--- src/rtl/cordic_rotation_core.sv ---
// Iterative rotation-mode CORDIC engine.
// Each clock performs one shift-add micro-rotation. The arctan angle for the
// current step comes from an external LUT that is indexed by count. The CORDIC
// gain (K ~= 1.6468) is not compensated, so x/y carry two guard bits.
//
// state  | meaning
// -------+-----------------------------------------------------------
// IDLE   | waiting for start; count held at 0
// ROTATE | one micro-rotation per clock, count = iteration index
// DONE   | one-cycle done pulse; start here chains the next operation
module cordic_rotation_core #(
    parameter int WIDTH = 16,
    parameter int ITER  = 7
) (
    input  logic                    clk,
    input  logic                    rst,
    input  logic                    start,
    input  logic signed [WIDTH-1:0] x_in,
    input  logic signed [WIDTH-1:0] y_in,
    input  logic signed [7:0]       angle_in,
    input  logic        [7:0]       lut_angle,
    output logic        [2:0]       count,
    output logic                    busy,
    output logic                    done,
    output logic signed [WIDTH+1:0] x_out,
    output logic signed [WIDTH+1:0] y_out,
    output logic signed [8:0]       z_out
);

    localparam int         XW        = WIDTH + 2;
    localparam logic [2:0] ITER_LAST = 3'(ITER - 1);

    typedef enum logic [1:0] {
        S_IDLE,
        S_ROTATE,
        S_DONE
    } state_t;

    state_t state, state_nxt;

    logic signed [XW-1:0] x_r, y_r;
    logic signed [8:0]    z_r;
    logic signed [XW-1:0] x_sh, y_sh, x_nxt, y_nxt;
    logic signed [8:0]    z_nxt, lut_ext;
    logic                 last_iter;
    logic                 accept;

    assign last_iter = (count == ITER_LAST);
    assign accept    = start && (state != S_ROTATE);
    assign busy      = (state == S_ROTATE);
    assign done      = (state == S_DONE);

    // One micro-rotation; the direction follows the sign of the residual angle.
    always_comb begin
        x_sh    = x_r >>> count;
        y_sh    = y_r >>> count;
        lut_ext = {1'b0, lut_angle};
        if (!z_r[8]) begin
            x_nxt = x_r - y_sh;
            y_nxt = y_r + x_sh;
            z_nxt = z_r - lut_ext;
        end else begin
            x_nxt = x_r + y_sh;
            y_nxt = y_r - x_sh;
            z_nxt = z_r + lut_ext;
        end
    end

    // Next-state logic.
    always_comb begin
        state_nxt = state;
        case (state)
            S_IDLE:   if (start) state_nxt = S_ROTATE;
            S_ROTATE: if (last_iter) state_nxt = S_DONE;
            S_DONE:   state_nxt = start ? S_ROTATE : S_IDLE;
            default:  state_nxt = S_IDLE;
        endcase
    end

    // State register, operand capture, iteration datapath and result registers.
    always_ff @(posedge clk or posedge rst) begin
        if (rst) begin
            state <= S_IDLE;
            count <= '0;
            x_r   <= '0;
            y_r   <= '0;
            z_r   <= '0;
            x_out <= '0;
            y_out <= '0;
            z_out <= '0;
        end else begin
            state <= state_nxt;
            if (accept) begin
                x_r   <= XW'(x_in);
                y_r   <= XW'(y_in);
                z_r   <= 9'(angle_in);
                count <= '0;
            end else if (state == S_ROTATE) begin
                x_r <= x_nxt;
                y_r <= y_nxt;
                z_r <= z_nxt;
                if (last_iter) begin
                    x_out <= x_nxt;
                    y_out <= y_nxt;
                    z_out <= z_nxt;
                    count <= '0;
                end else begin
                    count <= count + 3'd1;
                end
            end
        end
    end

endmodule

--- config.mk ---
export PLATFORM = sky130hd
export DESIGN_NAME = cordic_rotation_core
export DESIGN_NICKNAME = d
export VERILOG_FILES = /design/src/rtl/cordic_rotation_core.sv
export SDC_FILE = /design/constraint.sdc
export NUM_CORES = 1
export LEC_CHECK = 0
export CORE_ASPECT_RATIO = 0.5
export CORE_MARGIN = 3
export CORE_UTILIZATION = 35
export DETAILED_ROUTE_END_ITERATION = 6
export GPL_TIMING_DRIVEN = 0
export PLACE_DENSITY_LB_ADDON = 0.25
export SLEW_MARGIN = 20
export SYNTH_ARGS = -nofsm -noshare
export SYNTH_HDL_FRONTEND = slang
export SYNTH_SLANG_ARGS = --single-unit
--- constraint.sdc ---
create_clock -name clk -period 10.6 [get_ports clk]
set_input_delay 2.12 -clock clk [delete_from_list [all_inputs] [get_ports clk]]
set_output_delay 2.12 -clock clk [all_outputs]
set_load 0.005 [all_outputs]
==> reports/results.ini <==
[status]
status = completed

[floorplanning]
core_area_mm2 = 0.0223
ios = 101
rows = 38
chipWidth_um = 222
initial_core_util_pct = 36.6
die_area_mm2 = 0.0252
die_height_um = 114

[timing]
max_freq_mhz = 151
setup_viol = 0
layout_worst_path_cycle_share_pct = 62.6
finClkSkew_ns = 0.0121
hold_viol = 0
min_period_ns = 6.63
setup_ws_ns = 3.97
slew_headroom_pct = 26.2
tns_ns = 0
tightest_slew_ns = 1.11
rsz0062_at_grt = false
slew_viol_final = 0

[global_route]
grtUsageMet3_pct = 6.33
antenna_found_initial = 1
grt_pass1_wl_mm = 45.4
grt_util_met1_pct = 36.6
busiest_layer = met1
grt-ovfl-total = 0
grt_pass1_vias = 7331
grtUsageMet2_pct = 33.0
grt_max_degree = 54
grt_usage_pct = 23.6

[drt]
wl_mm = 29.9
drtIter0Drc = 831
postRouteAntennaNets = 0
drt-vias-per-instance = 5.68
drc = 0
vias = 7719
drt_first_pass_iters = 5
wl_per_cell_um = 22.0

[synthesis]
synthCells = 941
ys_warn_count = 0
synth_seq_area_share_pct = 29.2
netlist_area_mm2 = 0.00814
synth_edf_count = 0
syn_nets = 1040
synth_seq_cells = 95
synth-async-reset-ratio_pct = 100
synth-main-ff-cell = dfrtp_1
synth.avg_cell_area_um2 = 8.65
ys_types = 72

[placed_design]
pre_cts_ws_ns = 4.08
portBuffers = 100
gp_congestion = 1.02
hpwl_mm = 23.3

[clock_network]
cts_buffers = 9
clock_latency_ns = 0.37
htreeDepth = 3
cts_root_buf = clkbuf_16
post_cts_resized = 0
cts.path.max_buffers = 2
cts_tree = yes
postCtsSetupBuffers = 0
cts.sinks = 95
cts.clk_slew.worst_paths_ns = 0.07
cts_hold_buf = 0

[finish]
area_growth_pct = 20.9
layout_commonest_cell = nand2_1
drive_above_1_share_pct = 5.95
fin_nets = 1152
layout_common_cells = nand2_1, clkdlybuf4s50_1, dfrtp_1
n_antenna_cell = 0

[worst_setup_path]
critPathSlowestCell = a311oi_1
critPathMaxFanout = 10
worstSetupPathType = flip-flop to flip-flop
crit_required_ns = 10.82
startpoint_type = flip-flop
end_kind = flip-flop
timing.critical_path.mode_cell = clkbuf_1
cpPeakStageDelay_ns = 0.60
cp.arrival_ns = 6.86
path_cells = clkbuf_1 > buf_2 > clkbuf_1 > buf_2 > buf_1 > clkbuf_1 > nand2_1 > and2_1 > ha_1 > a31oi_1 > nor2_1 > o21ai_0 > xor2_1 > ha_1 > a21oi_1 > nand3_1 > a311oi_1 > o31ai_1 > a221o_1 > xnor2_1 > a21oi_1

[job]
maxCapViolCount = 0

[worst_hold_path]
hold_path_class = flip-flop to flip-flop

[final timing paths]
| kind | start | endpoint | slack, ns | depth (start not counted) |
|---|---|---|---|---|
| max | count[2] | y_r[17] | 3.97 | 21 |
| min | y_out[8] | y_out[8] | 0.48 | 2 |
| max reg2reg | count[2] | y_r[17] | 3.97 | 21 |
| min reg2reg | y_out[8] | y_out[8] | 0.48 | 2 |
| max in group asynchronous | rst | y_out[15] | 7.81 | 3 |
| min in group asynchronous | rst | x_out[9] | 2.13 | 2 |
[critical path, delay by kind of cell (launching register included)]
kind	cells	cell delay (ns)
buf+inv	6	2.60
xor+xnor	2	0.44
fa+ha+maj	2	0.51
compound gates	7	1.94
flops	1	0.41
simple gates	4	0.57
[logic make-up (layout without fill, tap and decap cells)]
group	Yosys count	count (layout)	synth area share (%)
buffers and inverters	83	200	4.60
DFF	95	95	29.2
AOI/OAI and AO/OA	283	283	21.5
adders and majority gates	48	48	7.66
xor gates and xnor gates	70	70	7.53
muxes	84	84	13.8
and+or+nand+nor	278	278	15.7
[registers in the layout (all words and copies together) (netlist names)]
signal and cells:
y_r 18, count 3, z_out 9, state 2
x_out 18, z_r 9, y_out 18, x_r 18
[layer usage]
metal,part of all wire (%),vias to the layer above
met5,0,-
met4,1.0,0
met3,8.0,21
met2,40,267
met1,51,3808
li1,-,3623
[layout make-up]
type,count,area (um^2)
plain buffers,54,265
clock buffers,13,250
clock inverters,3,42.5
fillers,2249,12400
inverters,29,114
multi-input cells,763,5390
flip-flops and latches,95,2380
well taps,300,375
repair buffers,101,1030
[cells in the mapped netlist (all sizes together), types with 9 or more instances]
cell type  count  share of area, %
nand2        128               5.9
dfrtp         95                29
o21ai         85               5.2
a21oi         80               4.9
nor2          58               2.7
mux2i         49               6.0
ha            45               6.9
xnor2         41               4.4
clkbuf        29               1.3
xor2          29               3.1
inv           28               1.3
nor2b         26               2.0
a211oi        25               2.3
buf           25               1.9
mux4          18               5.4
mux2          17               2.4
o21a          14               1.3
a31oi         12              0.92
a21o          11               1.0
nand2b        10              0.77
nand3         10              0.62
nor3           9              0.55
[per-stage QoR]
step           cell area (um^2)  hold slack (ns)  cells  util [%]
2_1_floorplan              8140            0.468    941         -
3_3_place_gp               9510            0.460   1341      42.8
3_5_place_dp               9550            0.464   1342      42.9
4_1_cts                    9840            0.481   1358      44.2
5_1_grt                    9840            0.489   1358      44.2
6_report                   9840            0.476   1358      44.2
Power is left out: the tool's default activity adds up to more than one toggle a clock period on the data nets, which glitch-free logic cannot reach.
